File: config.mk
export PLATFORM = sky130hd
export DESIGN_NAME = seq_det_bit_serializer
export DESIGN_NICKNAME = d
export VERILOG_FILES = /design/src/rtl/seq_det_pkg.sv /design/src/rtl/ser_hold_reg.sv /design/src/rtl/seq_det_bit_serializer.sv
export SDC_FILE = /design/constraint.sdc
export NUM_CORES = 1
export LEC_CHECK = 0
export ABC_AREA = 1
export CORE_MARGIN = 2
export CORE_UTILIZATION = 35
export DETAILED_ROUTE_END_ITERATION = 8
export GPL_TIMING_DRIVEN = 0
export PLACE_DENSITY_LB_ADDON = 0.05
export SLEW_MARGIN = 20
export SYNTH_ARGS = -nofsm -noshare
export SYNTH_HDL_FRONTEND = slang
export SYNTH_HIERARCHICAL = 1
export SYNTH_SLANG_ARGS = --single-unit
File: constraint.sdc
create_clock -name Clk -period 1.6 [get_ports Clk]
set_input_delay 0.16 -clock Clk [delete_from_list [all_inputs] [get_ports Clk]]
set_output_delay 0.16 -clock Clk [all_outputs]
set_load 0.03 [all_outputs]
File: src/rtl/seq_det_pkg.sv
// seq_det_pkg - shared state encodings and defaults for the 1010 detector family
package seq_det_pkg;
    // FSM state encodings, shared with the detector cs/ns debug outputs.
    localparam logic [1:0] ST_IDLE  = 2'd0;
    localparam logic [1:0] ST_SHIFT = 2'd1;
    localparam logic [1:0] ST_LAST  = 2'd2;

    // Serializer defaults.
    localparam int   SER_WIDTH    = 8;
    localparam logic SER_IDLE_BIT = 1'b0;
endpackage

File: src/rtl/ser_hold_reg.sv
// rtl/ser_hold_reg.sv - one-entry word buffer in front of the serializer shifter
//   clk, rst_n : clock, asynchronous active-low clear
//   push, din  : write din into the entry (entry becomes full)
//   pop        : consume the entry (entry becomes empty unless pushed at the same edge)
//   dout, full : stored word and occupancy flag
module ser_hold_reg #(
    parameter int WIDTH = 8
) (
    input  logic             clk,
    input  logic             rst_n,
    input  logic             push,
    input  logic             pop,
    input  logic [WIDTH-1:0] din,
    output logic [WIDTH-1:0] dout,
    output logic             full
);
    logic [WIDTH-1:0] data_q, data_d;
    logic             full_q, full_d;

    always_comb begin
        data_d = data_q;
        if (push) begin
            data_d = din;
        end
        // A push at the same edge as a pop refills the entry.
        full_d = push | (full_q & ~pop);
    end

    always_ff @(posedge clk or negedge rst_n) begin
        if (!rst_n) begin
            data_q <= '0;
            full_q <= 1'b0;
        end else begin
            data_q <= data_d;
            full_q <= full_d;
        end
    end

    assign dout = data_q;
    assign full = full_q;
endmodule

File: src/rtl/seq_det_bit_serializer.sv
// rtl/seq_det_bit_serializer.sv - parallel-to-serial front end feeding the 1010 detectors
//   Clk, Rst               : clock, asynchronous active-low reset
//   Din, Din_Valid         : upstream word and its valid
//   Din_Ready              : hold register empty; accept = Din_Valid & Din_Ready
//   Sout, Sout_Valid       : registered serial bit and data-bit qualifier
//   Word_Start             : pulse on the first bit of each word
//   Busy                   : shifter active or hold register full
//   cs                     : current FSM state (debug)
module seq_det_bit_serializer
    import seq_det_pkg::*;
#(
    parameter int   WIDTH     = SER_WIDTH,
    parameter bit   MSB_FIRST = 1'b1,
    parameter logic IDLE_BIT  = SER_IDLE_BIT
) (
    input  logic             Clk,
    input  logic             Rst,
    input  logic [WIDTH-1:0] Din,
    input  logic             Din_Valid,
    output logic             Din_Ready,
    output logic             Sout,
    output logic             Sout_Valid,
    output logic             Word_Start,
    output logic             Busy,
    output logic [1:0]       cs
);
    localparam int CW = $clog2(WIDTH);

    logic [1:0]       state_q, state_d;
    logic [WIDTH-1:0] sh_q, sh_d;
    logic [CW-1:0]    cnt_q, cnt_d;
    logic             sout_q, sout_d;
    logic             ws_q, ws_d;

    logic             hold_full;
    logic [WIDTH-1:0] hold_data;
    logic             accept;
    logic             xfer;

    assign accept = Din_Valid & ~hold_full;
    // The shifter takes a new word when it is empty or showing its final bit.
    assign xfer   = hold_full & ((state_q == ST_IDLE) | (state_q == ST_LAST));

    ser_hold_reg #(.WIDTH(WIDTH)) u_hold (
        .clk   (Clk),
        .rst_n (Rst),
        .push  (accept),
        .pop   (xfer),
        .din   (Din),
        .dout  (hold_data),
        .full  (hold_full)
    );

    // State register.
    always_ff @(posedge Clk or negedge Rst) begin
        if (!Rst) begin
            state_q <= ST_IDLE;
        end else begin
            state_q <= state_d;
        end
    end

    // Next state. cnt_q counts bits still to be shown after the current one,
    // so cnt_q==1 in SHIFT means this edge puts the final bit on Sout.
    always_comb begin
        state_d = ST_IDLE;
        case (state_q)
            ST_IDLE:  state_d = xfer ? ST_SHIFT : ST_IDLE;
            ST_SHIFT: state_d = (cnt_q == CW'(1)) ? ST_LAST : ST_SHIFT;
            ST_LAST:  state_d = xfer ? ST_SHIFT : ST_IDLE;
            default:  state_d = ST_IDLE;
        endcase
    end

    // Outputs decoded from registers only.
    always_comb begin
        Sout_Valid = (state_q == ST_SHIFT) | (state_q == ST_LAST);
        Busy       = (state_q != ST_IDLE) | hold_full;
        Din_Ready  = ~hold_full;
        Sout       = sout_q;
        Word_Start = ws_q;
        cs         = state_q;
    end

    // Shifter and bit counter. sout_q holds the bit on the wire; sh_q holds
    // the bits not yet shown, aligned so the next one is at the exit end.
    always_comb begin
        sh_d   = sh_q;
        cnt_d  = cnt_q;
        sout_d = IDLE_BIT;
        ws_d   = 1'b0;
        if (xfer) begin
            cnt_d = CW'(WIDTH - 1);
            ws_d  = 1'b1;
            if (MSB_FIRST) begin
                sout_d = hold_data[WIDTH-1];
                sh_d   = {hold_data[WIDTH-2:0], 1'b0};
            end else begin
                sout_d = hold_data[0];
                sh_d   = {1'b0, hold_data[WIDTH-1:1]};
            end
        end else if (state_q == ST_SHIFT) begin
            cnt_d = cnt_q - CW'(1);
            if (MSB_FIRST) begin
                sout_d = sh_q[WIDTH-1];
                sh_d   = {sh_q[WIDTH-2:0], 1'b0};
            end else begin
                sout_d = sh_q[0];
                sh_d   = {1'b0, sh_q[WIDTH-1:1]};
            end
        end
    end

    always_ff @(posedge Clk or negedge Rst) begin
        if (!Rst) begin
            sh_q   <= '0;
            cnt_q  <= '0;
            sout_q <= IDLE_BIT;
            ws_q   <= 1'b0;
        end else begin
            sh_q   <= sh_d;
            cnt_q  <= cnt_d;
            sout_q <= sout_d;
            ws_q   <= ws_d;
        end
    end
endmodule
# [Word-level counts from Yosys, hierarchy flattened]
# Cells that the tools add are included.
[totals] ff_bits=24 inputBits=11 output_inout_bits=7 elab_cells=34
[op_classes] addsub=1 eq_ne=3 n_mux=10 n_bitwise=9 n_reduce_logical=4
[op_table] operator="8-bit 2-to-1 mux" count=2
[op_table] operator="3-bit 2-to-1 mux" count=2
[op_table] operator="1-bit 2-to-1 mux" count=4
[op_table] operator="1-bit bitwise OR" count=4
[op_table] operator="2-bit case mux with 2 select lines" count=1
[op_table] operator="2-bit nonzero test" count=2
[op_table] operator="1-bit AND" count=3
[op_table] operator="3-bit by 1-bit equality test with 1-bit output (second input constant)" count=1
[op_table] operator="3-bit by 1-bit subtractor with 3-bit output (second input constant)" count=1
[op_table] operator="2-bit by 1-bit equality test with 1-bit output (second input constant)" count=1
[op_table] operator="2-bit equality test (second input constant)" count=1
[op_table] operator="2-bit logical NOT" count=1
[op_table] operator="2-bit 2-to-1 mux" count=1
[op_table] operator="1-bit inverter" count=2
[op_table] operator="2-bit OR reduction" count=1

# [Depth between registers and ports, before layout]
# Gate-level depths: netlist of the first run.
[logic_depth] ltp_word=6 mapped_depth=7

# [Modules after synthesis]
# Netlist of the first run, hierarchy kept.
[by_module_without_submodules] mod="seq_det_bit_serializer" instances=1 cells_each=100 area_per_inst_um2=784.5
[by_module_without_submodules] mod="ser_hold_reg" instances=1 cells_each=38 area_per_inst_um2=341.6

# [Worst setup path before layout of the first run]
# OpenSTA, ideal clock, no wires.
[synth_timing] path_kind="register to register" start="register state_q[0], in the netlist cs[0]" end="register cnt_q[1]" setup_ns=0.130 arrival_ns=1.353 path_slack_ns=0.117 path_stages_with_launch=6 path_buffers=1 cell_sequence="dfrtp_1 inv_1 ha_1 o21ai_4 buf_6 o211ai_1"
[synth_via] elab_chain_cells=4 elab_cells_between_ends=7 classes_between="2 x eq/ne; 1 x mux; 2 x bitwise; 2 x reduce/logical"
[synth_rtl] item="from (decl)" line_no="seq_det_bit_serializer.sv:29" rtl="logic [1:0] state_q, state_d;"
[synth_rtl] item="from (signal assigned)" line_no="seq_det_bit_serializer.sv:59" rtl="state_q <= state_d;"
[synth_rtl] item="2-bit equality test or 2-bit logical NOT (tied branches)" line_no="seq_det_bit_serializer.sv:42" rtl="assign xfer = hold_full & ((state_q == ST_IDLE) | (state_q == ST_LAST));"
[synth_rtl] item="1-bit bitwise OR" line_no="seq_det_bit_serializer.sv:42"
[synth_rtl] item="1-bit AND" line_no="seq_det_bit_serializer.sv:42"
[synth_rtl] item="3-bit 2-to-1 mux or 2-bit nonzero test (tied branches)"
[synth_rtl] item="to (signal assigned)" line_no="seq_det_bit_serializer.sv:122" rtl="cnt_q <= cnt_d;"
[synth_rtl] item="to (decl)" line_no="seq_det_bit_serializer.sv:31" rtl="logic [CW-1:0] cnt_q, cnt_d;"
# Several ways; a longest one is shown, not always the timed one.
# A chain may end at the register's enable or synchronous reset.

# [Worst setup path in the final report of the first run]
[layout_timing] start="register u_hold.full_q, in the netlist u_hold/full" end="output Din_Ready"
[layout_via] elab_chain_cells=1
[layout_rtl] item="from (decl)" line_no="ser_hold_reg.sv:18" rtl="logic full_q, full_d;"
[layout_rtl] item="from (signal assigned)" line_no="ser_hold_reg.sv:35" rtl="full_q <= full_d;"
[layout_rtl] item="1-bit inverter" line_no="seq_det_bit_serializer.sv:79" rtl="Din_Ready = ~hold_full;"
[layout_rtl] item="to (decl)" line_no="seq_det_bit_serializer.sv:20" rtl="output logic Din_Ready,"
# No other way between the ends.

==> out/qor.yml, run 1 <==
cts:
  maximum_count_of_clock_buffers_along_a_single_path: 2
  cts.root.buffer_cell: "sky130_fd_sc_hd__clkbuf_4"
  clk_transition_reported_paths_ns: 0.12
  num_cts_buffers: 3
  clk-insertion-delay-late_ns: 0.30
  cts_tree: "yes"
  clock_sink_count: 23
  cts.htree.levels: 1
yosys:
  yosysTopAreaCellShare_pct: 51.1
  synth.yosys.seq_area_share_pct: 51.1
  syn-num-nets: 155
  synth_cell_types: 13
  synth_adder_area_share_pct: 6.67
  main_combinational_cell_family_by_area_after_synthesis: "simple AND/OR/NAND/NOR gates"
  synth-compound-area-share_pct: 2.56
  synth_area_mm2: 0.00113
  synth.mux.area_fraction_pct: 0
  xor_xnor_share_of_the_synthesized_area_pct: 0
  synth_cells: 138
  yosys-top-cells-area: "sky130_fd_sc_hd__dfrtp_1 51%, sky130_fd_sc_hd__nand2_1 21%, sky130_fd_sc_hd__nand3_1 7.6%"
  synth_simple_gate_area_share_pct: 29.2
  yosys.area.top_type: "sky130_fd_sc_hd__dfrtp_1"
  ys.warnings.count: 6
  yosys_register_bits: 23
  syn_avg_cell_area_um2: 8.16
global_route:
  grt_first_pass_wirelength_um: 3560
  grt_max_degree: 24
  groute.usage.overall_pct: 12.9
  grt_pass1_vias: 834
  gr-total-overflow: 0
  antenna_found_initial: 0
floorplan:
  die_width_um: 60.7
  floorplan.die_area_mm2: 0.00369
  starting_density_of_the_core_pct: 36.9
  boundaryPins: 18
  floorplan.core_area_mm2: 0.00305
  fp.dieH_um: 60.7
  floorplan.rows: 20
pwr:
  p_per_area_mw_per_mm2: 1940
  leakagePower_uw: 0.000787
  ir_drop_uv: 580
  design_power_total_uw: 2730
critical_path:
  worstSetupStartpointType: "flop"
  required_time_reported_for_the_critical_path_endpoint_ns: 1.44
  critPathMaxFanout: 9
  criticalPathCategory: "flop to output pin"
  end_kind: "output pin"
  worst-endpoint-arrival_ns: 1.34
finish:
  finalInstanceArea_mm2: 0.00140
  highest_count_cells_in_the_layout_ignoring_fill_and_taps: "63 x sky130_fd_sc_hd__nand2_1, 23 x sky130_fd_sc_hd__dfrtp_1, 17 x sky130_fd_sc_hd__nand3_1"
  antenna-diode-count: 0
  commonest_non_fill_non_tap_cell_in_the_layout: "sky130_fd_sc_hd__nand2_1"
  finish.net_count: 179
  drive_gt1_share_pct: 10.6
  nFillCells: 314
  finalNonFillerCells: 205
  syn_to_layout_area_delta_pct: 24.6
timing:
  hold_violations: 0
  fin_crit_ns: 1.50
  finalSetupViolCount: 0
  slew-limit-headroom_pct: 64.6
  achievable-frequency_mhz: 667
  grt_setup_unrepaired: "false"
  slew_violations: 0
  timing.clock.skew_ns: 0.00214
  post-route-period-util_pct: 93.7
  layout_setup_ws_ns: 0.101
  transition_time_of_the_tightest_slew_check_pin_ns: 0.531
  hold-worst-slack_ns: 0.348
min_path:
  hold_class: "input pin to asynchronous set/reset pin"
run_status:
  outcome: "finished clean"
detailed_routing:
  drc_violation_count_after_routing: 0
  final_wirelength_um: 2120
  dr_total_vias: 870
  drt-wirelength-per-cell_um: 10.3
  via_per_inst: 4.24
  drt_first_iter_violations: 13
  antenna_left: 0
  first_pass_iteration_count_of_the_detailed_router: 4
place:
  instance_area_at_placement_mm2: 0.00135
  place.detailed.hpwl_um: 1480
  place_worst_setup_slack_ns: -0.0205
  number_of_placed_cells_counting_well_taps: 199
  port_buffers: 17
  routabilityCongestion: 0.717
run:
  max_cap_viols: 0
critical path, stage by stage, from the launching register on:
cell and delay (ns):
sky130_fd_sc_hd__dfrtp_1 0.40, sky130_fd_sc_hd__buf_4 0.18, sky130_fd_sc_hd__inv_1 0.07, sky130_fd_sc_hd__dlygate4sd2_1 0.39
synthesized netlist by cell type, drive strengths merged:
| library cell | number |
|---|---|
| a21oi | 1 |
| buf | 5 |
| dfrtp | 23 |
| ha | 6 |
| inv | 19 |
| nand2 | 63 |
| nand3 | 17 |
| nor2 | 2 |
| o211ai | 1 |
| o21ai | 1 |
state kept, by name, summed over array words and instances (netlist names):
name / count
u_hold/dout: 8
cnt_q: 3
sh_q: 7
Sout: 1
Word_Start: 1
cs: 2
u_hold/full: 1
metal layers:
layer / up-vias / routed length (µm) / global-route usage (%)
met1: 393 / 986 / 15.5
met3: 2 / 69 / 1.92
met4: 0 / 13 / 4.66
met5: - / 0 / 0
met2: 15 / 1050 / 23.3
li1: 460 / - / -
final timing paths:
check	from	endpoint	slack [ns]	depth (start not counted)
setup / recovery	u_hold/full	Din_Ready	0.10	3
hold / removal	Rst	u_hold/dout[7]	0.35	2
setup reg to reg	cs[0]	cnt_q[1]	0.17	5
hold reg to reg	u_hold/full	u_hold/full	0.49	2
max in group asynchronous	Rst	cnt_q[2]	0.90	2
min in group Clk	Din[3]	u_hold/dout[3]	0.37	3
area by class of cell:
cell class,count,area (µm²),area share (%)
well taps,44,55.1,3.93
inverters,19,71.3,5.08
flip-flops and latches,23,576,41.0
repair buffers,19,183,13.0
clock buffers,4,26.3,1.87
multi-input cells,91,445,31.8
plain buffers,5,46.3,3.30
repair_timing:
item	4_1_cts	5_1_grt
pin swaps	0	0
resized for setup	8	7
buffers inserted	0	1
hold buffers	0	1
setup endpoints to repair	3	4
endpoints found under the hold margin	0	23
metrics by stage:
| stage | TNS (ns) | utilization (%) |
|---|---|---|
| finish | 0 | 45.9 |
| global route | 0 | 45.9 |
| CTS | 0 | 45.2 |
| detailed placement | -0.0205 | 44.3 |
| global placement | -0.00413 | 44.3 |
| floorplan | 0 | - |
cells by family after synthesis:
| logic type | Yosys count |
|---|---|
| compound gates | 3 |
| flops | 23 |
| simple gates | 82 |
| fa+ha+maj | 6 |
| buf+inv | 24 |
power breakdown:
group | leakage, µW | internal [µW] | total (µW) | switching, µW
Sequential | 0.000280 | 862 | 1010 | 145
Combinational | 0.000492 | 576 | 1450 | 877
Clock | 0.0000150 | 97.2 | 267 | 170
Total | 0.000787 | 1540 | 2730 | 1190
No activity file was read; power rests on OpenSTA's default activity.
==> inputs of run 2 (changes only) <==
--- a/config.mk
+++ b/config.mk
@@ -14,5 +14,4 @@
 export SLEW_MARGIN = 20
 export SYNTH_ARGS = -nofsm -noshare
 export SYNTH_HDL_FRONTEND = slang
-export SYNTH_HIERARCHICAL = 1
 export SYNTH_SLANG_ARGS = --single-unit
==> out/qor.yml, run 2 <==
critical_path:
  r2r_cells: 6  # +1
  cpMaxStageDelayCell: "sky130_fd_sc_hd__dfrtp_1"
  worst-endpoint-arrival_ns: 1.36  # +0.02 ns
  reg2reg_setup_slack_ns: 0.12  # -0.05 ns
  path_cells: "inv_1 -> ha_4 -> nand2_1 -> clkdlybuf4s18_2"
  required_time_reported_for_the_critical_path_endpoint_ns: 1.44  # about the same
  end_kind: "output pin"
  criticalPathCategory: "flop to output pin"
  critical_path.reg2reg.endpoint: "sh_q[3]"
  critPathMaxFanout: 4  # -5
  timing.rr.start: "cs[1]"
  timing.critical_path.slowest_cell_delay_ns: 0.43  # +0.03 ns
  worstSetupStartpointType: "flop"
global_route:
  grt_max_degree: 24  # unchanged
  antenna_found_initial: 0  # unchanged
  grt_first_pass_wirelength_um: 3570  # +0.20%
  gr-total-overflow: 0  # unchanged
  groute.usage.overall_pct: 13.3  # +0.41 points
  grt_pass1_vias: 807  # -3.2%
finish:
  finalNonFillerCells: 196  # -4.4%
  postLayoutCoreUtil_pct: 46.1  # +0.12 points
  finish.net_count: 170  # -5.0%
  commonest_non_fill_non_tap_cell_in_the_layout: "sky130_fd_sc_hd__nand2_1"
  syn_to_layout_area_delta_pct: 26.0
  largest_reg_flops: 8  # unchanged
  antenna-diode-count: 0  # unchanged
  nFillCells: 331  # +5.4%
  highest_count_cells_in_the_layout_ignoring_fill_and_taps: "41 x sky130_fd_sc_hd__nand2_1, 23 x sky130_fd_sc_hd__dfrtp_1, 19 x sky130_fd_sc_hd__nand3_1"
  drive_gt1_share_pct: 12.5  # +1.9 points
cts:
  cts.htree.levels: 1  # unchanged
  clock_sink_count: 23  # unchanged
  num_cts_buffers: 3  # unchanged
  cts.root.buffer_cell: "sky130_fd_sc_hd__clkbuf_4"
  clk_transition_reported_paths_ns: 0.12  # about the same
  cts_tree: "yes"
  maximum_count_of_clock_buffers_along_a_single_path: 2  # unchanged
  clk-insertion-delay-late_ns: 0.31  # about the same
timing:
  fin_crit_ns: 1.52  # +0.0187 ns
  layout_setup_ws_ns: 0.0825  # -0.0187 ns
  finalSetupViolCount: 0  # unchanged
  slew_violations: 0  # unchanged
  transition_time_of_the_tightest_slew_check_pin_ns: 0.512  # -0.0195 ns
  timing.clock.skew_ns: 0.00492  # +0.00279 ns
  post-route-period-util_pct: 94.8  # +1.2 points
  slew-limit-headroom_pct: 65.9  # +1.3 points
  achievable-frequency_mhz: 659  # -1.2%
  hold-worst-slack_ns: 0.343  # -0.00528 ns
  hold_violations: 0  # unchanged
  grt_setup_unrepaired: "false"
detailed_routing:
  final_wirelength_um: 2030  # -4.0%
  drc_violation_count_after_routing: 0  # unchanged
  first_pass_iteration_count_of_the_detailed_router: 4  # unchanged
  drt_first_iter_violations: 38  # +25
  antenna_left: 0  # unchanged
  drt-wirelength-per-cell_um: 10.4  # +0.44%
  dr_total_vias: 843  # -3.1%
  via_per_inst: 4.30  # +1.3%
yosys:
  yosys-top-cells-count: "41 x sky130_fd_sc_hd__nand2_1, 23 x sky130_fd_sc_hd__dfrtp_1, 19 x sky130_fd_sc_hd__nand3_1, 15 x sky130_fd_sc_hd__inv_1"
  yosysTopAreaCellShare_pct: 51.6  # +0.46 points
  yosys.area.top_type: "sky130_fd_sc_hd__dfrtp_1"
  synth_area_mm2: 0.00112  # -0.89%
  async_sr_flop_fraction_pct: 100  # unchanged
  postSynth.topFlopCell: "sky130_fd_sc_hd__dfrtp_1"
  synth_cells: 128  # -7.2%
  number_of_flops_mapped_to_enable_cells_by_yosys: 0  # unchanged
  synthMostInstantiatedCell: "sky130_fd_sc_hd__nand2_1"
  syn-num-nets: 145  # -6.5%
  yosys_register_bits: 23  # unchanged
  syn_avg_cell_area_um2: 8.72  # +6.9%
  ys.warnings.count: 0  # -6
  synth_cell_types: 14  # +1
  synth.yosys.seq_area_share_pct: 51.6  # +0.46 points
  yosys-top-cells-area: "sky130_fd_sc_hd__dfrtp_1 52%, sky130_fd_sc_hd__nand2_1 14%, sky130_fd_sc_hd__nand3_1 8.5%"
floorplan:
  fp.dieH_um: 60.5  # -0.41%
  floorplan.die_area_mm2: 0.00366  # -0.82%
  floorplan.core_area_mm2: 0.00305  # unchanged
  starting_density_of_the_core_pct: 36.6  # -0.33 points
  boundaryPins: 18  # unchanged
  die_width_um: 60.5  # -0.41%
  floorplan.rows: 20  # unchanged
pwr:
  design_power_total_uw: 2780  # +1.8%
  leakagePower_uw: 0.000760  # -3.4%
  p_per_area_mw_per_mm2: 1970  # +1.5%
  ir_drop_uv: 758  # +31%
place:
  port_buffers: 17  # unchanged
  place.detailed.hpwl_um: 1520  # +2.3%
  routabilityCongestion: 0.703  # -1.9%
  number_of_placed_cells_counting_well_taps: 189  # -5.0%
  place_worst_setup_slack_ns: -0.00730  # +0.0132 ns
run:
  max_cap_viols: 0  # unchanged
run_status:
  outcome: "finished clean"
min_path:
  hold_class: "input pin to asynchronous set/reset pin"
## run 2: cell count changes after synthesis, moves of 2 or more
cell,delta
sky130_fd_sc_hd__inv_1,-3
sky130_fd_sc_hd__nand3_1,+2
sky130_fd_sc_hd__nor2_1,+5
sky130_fd_sc_hd__nand2_1,-22
sky130_fd_sc_hd__a21oi_1,+6
## run 2: timing repair
| action | in CTS | in global routing |
|---|---|---|
| endpoints found under the hold margin | 0 | 23 |
| endpoints found under the setup margin | 3 | 4 |
| hold buffers | 0 | 1 |
| resized for setup | 7 | 6 |
| buffers inserted | 0 | 2 |
## run 2: routing by layer
metal | track usage (%) | vias to the layer above | wire length, µm
met1 | 17.2 | 381 | 916
met5 | 0 | - | 0
met2 | 21.4 | 11 | 1010
li1 | - | 447 | -
met4 | 5.59 | 0 | 38
met3 | 3.41 | 4 | 72
## run 2: worst max-delay path, delay by kind of cell (launching register included)
family	cells	cell delay, ns
DFF	1	0.43
buffers and inverters	2	0.40
and+or+nand+nor	1	0.05
adders and majority gates	1	0.17
## run 2: logic make-up (layout without fill, tap and decap cells)
family	Yosys count	count (layout)	share of synthesized area [%]
compound gates	10	10	5.72
fa+ha+maj	6	6	6.73
buf+inv	21	45	10.3
flops	23	23	51.6
simple gates	68	68	25.7
## run 2: metrics by stage
| step | setup TNS [ns] | cell area, µm² |
|---|---|---|
| 6_report | 0 | 1410 |
| 5_1_grt | 0 | 1410 |
| 4_1_cts | -0.0128 | 1370 |
| 2_1_floorplan | 0 | 1120 |
| 3_5_place_dp | -0.00730 | 1340 |
| 3_3_place_gp | -0.00858 | 1340 |
## run 2: worst max path at each step
stage / endpoint / slack [ns] / cells past startpoint / from
CTS: Busy / -0.01 / 4 / cs[0]
finish: Busy / 0.08 / 4 / cs[1]
global route: cnt_q[1] / 0.02 / 5 / cs[1]
floorplan: cnt_q[1] / 0.12 / 5 / cs[0]
global placement: Busy / -0.009 / 4 / cs[0]
detailed placement: Busy / -0.007 / 4 / cs[0]
## run 2: area by class of cell
class                           count  area [µm²]  area share [%]
Sequential cell                    23         576            40.9
Multi-Input combinational cell     84         438            31.1
Timing Repair Buffer               20         195            13.9
Inverter                           16        65.1            4.63
Tap cell                           44        55.1            3.91
Buffer                              5        50.0            3.56
Clock buffer                        3        22.5            1.60
Clock inverter                      1        5.00           0.356
## run 2: where the power goes
part,internal [µW],switching (µW)
clock network,93.4,171
registers,872,132
logic,607,901
==> inputs of run 3 (changes only) <==
--- a/config.mk
+++ b/config.mk
@@ -7,7 +7,7 @@
 export LEC_CHECK = 0
 export ABC_AREA = 1
 export CORE_MARGIN = 2
-export CORE_UTILIZATION = 35
+export CORE_UTILIZATION = 40
 export DETAILED_ROUTE_END_ITERATION = 8
 export GPL_TIMING_DRIVEN = 0
 export PLACE_DENSITY_LB_ADDON = 0.05
==> out/qor.yml, run 3 (synthesis gave the netlist of run 2 again) <==
run_status:
  outcome: "finished clean"
critical_path:
  path_cells: "inv_1 -> ha_4 -> clkdlybuf4s15_2"
  required_time_reported_for_the_critical_path_endpoint_ns: 1.44  # about the same
  worstSetupStartpointType: "flop"
  worst-endpoint-arrival_ns: 1.37  # about the same
  timing.critical_path.depth: 3  # -1
  end_kind: "output pin"
  criticalPathCategory: "flop to output pin"
  cpMaxStageDelayCell: "sky130_fd_sc_hd__dfrtp_1"
  critPathMaxFanout: 4  # unchanged
  worst-path-buf-inv: 2  # unchanged
  timing.critical_path.slowest_cell_delay_ns: 0.42  # about the same
  r2r_cells: 6  # unchanged
  crit_family: "flip-flops"
detailed_routing:
  drc_violation_count_after_routing: 0  # unchanged
  dr_total_vias: 876  # +3.9%
  final_wirelength_um: 2090  # +2.6%
  antenna_left: 0  # unchanged
  drt_first_iter_violations: 35  # -7.9%
  via_per_inst: 4.81  # +12%
  first_pass_iteration_count_of_the_detailed_router: 4  # unchanged
  drt-wirelength-per-cell_um: 11.5  # +10%
pwr:
  leakagePower_uw: 0.000747  # -1.8%
  switching_share_pct: 43.6  # +0.29 points
  ir_drop_uv: 1000  # +32%
  p_per_area_mw_per_mm2: 2010  # +2.0%
  power.combinational.fraction_pct: 54.0  # -0.3 points
  clockPowerShare_pct: 9.8  # +0.3 points
  seqPwrFrac_pct: 36.1  # about the same
  p_sw_uw: 1210  # +0.62%
  p_int_uw: 1560  # -0.55%
timing:
  slew_violations: 0  # unchanged
  hold-worst-slack_ns: 0.351  # +0.00873 ns
  post-route-period-util_pct: 95.6  # +0.72 points
  timing.clock.skew_ns: 0.00282  # -0.00210 ns
  slew-limit-headroom_pct: 65.2  # -0.67 points
  transition_time_of_the_tightest_slew_check_pin_ns: 0.522  # +0.0100 ns
  achievable-frequency_mhz: 654  # -0.75%
  grt_setup_unrepaired: "false"
  hold_violations: 0  # unchanged
  finalSetupViolCount: 0  # unchanged
  fin_crit_ns: 1.53  # +0.0115 ns
place:
  place.detailed.hpwl_um: 1510  # -0.17%
  port_buffers: 17  # unchanged
  routabilityCongestion: 0.729  # +3.7%
global_route:
  antenna_found_initial: 0  # unchanged
  gr-total-overflow: 0  # unchanged
  grt_pass1_vias: 831  # +3.0%
  groute.usage.overall_pct: 15.2  # +1.8 points
  grt_first_pass_wirelength_um: 3690  # +3.5%
  grt_max_degree: 24  # unchanged
cts:
  cts.htree.levels: 1  # unchanged
  clk-insertion-delay-late_ns: 0.31  # about the same
  cts_tree: "yes"
  num_cts_buffers: 3  # unchanged
  cts.root.buffer_cell: "sky130_fd_sc_hd__clkbuf_4"
  clock_sink_count: 23  # unchanged
  maximum_count_of_clock_buffers_along_a_single_path: 2  # unchanged
  clk_transition_reported_paths_ns: 0.13  # about the same
finish:
  postLayoutCoreUtil_pct: 50.9  # +4.8 points
  highest_count_cells_in_the_layout_ignoring_fill_and_taps: "41 x sky130_fd_sc_hd__nand2_1, 23 x sky130_fd_sc_hd__dfrtp_1, 19 x sky130_fd_sc_hd__nand3_1"
  nFillCells: 285  # -14%
  commonest_non_fill_non_tap_cell_in_the_layout: "sky130_fd_sc_hd__nand2_1"
  largest_reg_flops: 8  # unchanged
  multi_input_area_um2: 438  # unchanged
  drive_gt1_share_pct: 10.6  # -1.9 points
  antenna-diode-count: 0  # unchanged
  syn_to_layout_area_delta_pct: 23.5
  finish.net_count: 169  # -0.59%
  sequential_cell_area_um2: 576  # unchanged
floorplan:
  boundaryPins: 18  # unchanged
  floorplan.core_area_mm2: 0.00271  # -11%
  floorplan.rows: 19  # -5.0%
  fp.dieH_um: 56.8  # -6.0%
  starting_density_of_the_core_pct: 41.2  # +4.6 points
  floorplan.die_area_mm2: 0.00323  # -12%
  die_width_um: 56.8  # -6.0%
run:
  max_cap_viols: 0  # unchanged
min_path:
  hold_class: "input pin to asynchronous set/reset pin"
## run 3: changes by cell type in the layout (fill, tap and decap cells not counted), sizes merged
cell and delta:
dlygate4sd2 +1, clkinv -1, clkbuf +1, buf -1, dlymetal6s2s -1, clkdlybuf4s15 +1
clkdlybuf4s18 -1
## run 3: what timing repair did
action	in CTS	in global routing
endpoints found under the setup margin	4	3
resized for setup	8	3
hold buffers	0	1
pin swaps	0	0
buffers inserted	0	1
endpoints found under the hold margin	0	23
## run 3: power by group through the flow
stage	Clock [µW]	Combinational [µW]	Sequential, µW
global route	309	1730	1040
finish	273	1500	1000
detailed placement	0	1500	1020
global placement	0	1470	1010
CTS	285	1480	1010
floorplan	0	1030	1070
## run 3: final cells by class
cell class / count / area share [%]
flip-flops and latches: 23 / 41.7
plain buffers: 5 / 3.63
multi-input cells: 84 / 31.8
inverters: 16 / 4.72
repair buffers: 19 / 13.4
well taps: 31 / 2.81
clock buffers: 4 / 1.91
## run 3: stage by stage
| step | total power, µW | worst slack [ns] | cell area [µm²] | instances | TNS (ns) |
|---|---|---|---|---|---|
| after floorplan | 2100 | 0.117 | 1120 | 128 | 0 |
| after global placement | 2480 | -0.0155 | 1330 | 176 | -0.0155 |
| after detailed placement | 2520 | -0.0182 | 1330 | 176 | -0.0182 |
| after CTS | 2770 | -0.0194 | 1350 | 180 | -0.0194 |
| after global routing | 3080 | 0.00721 | 1380 | 182 | 0 |
| final | 2780 | 0.0710 | 1380 | 182 | 0 |
## run 3: metal layers
metal	share of wire, %	track usage, %	vias up
met5	0	0	-
met4	0.86	7.31	0
li1	-	-	444
met2	50	26.2	17
met3	3.7	2.76	2
met1	46	18.0	413
## run 3: final timing paths
check | from | end | slack [ns]
min in group Clk | Din[0] | u_hold.dout[0] | 0.39
setup / recovery | cs[1] | Sout_Valid | 0.07
max in group asynchronous | Rst | cnt_q[0] | 0.90
hold reg to reg | u_hold.dout[0] | u_hold.dout[0] | 0.49
setup reg to reg | cs[0] | sh_q[4] | 0.14
hold / removal | Rst | cs[0] | 0.35
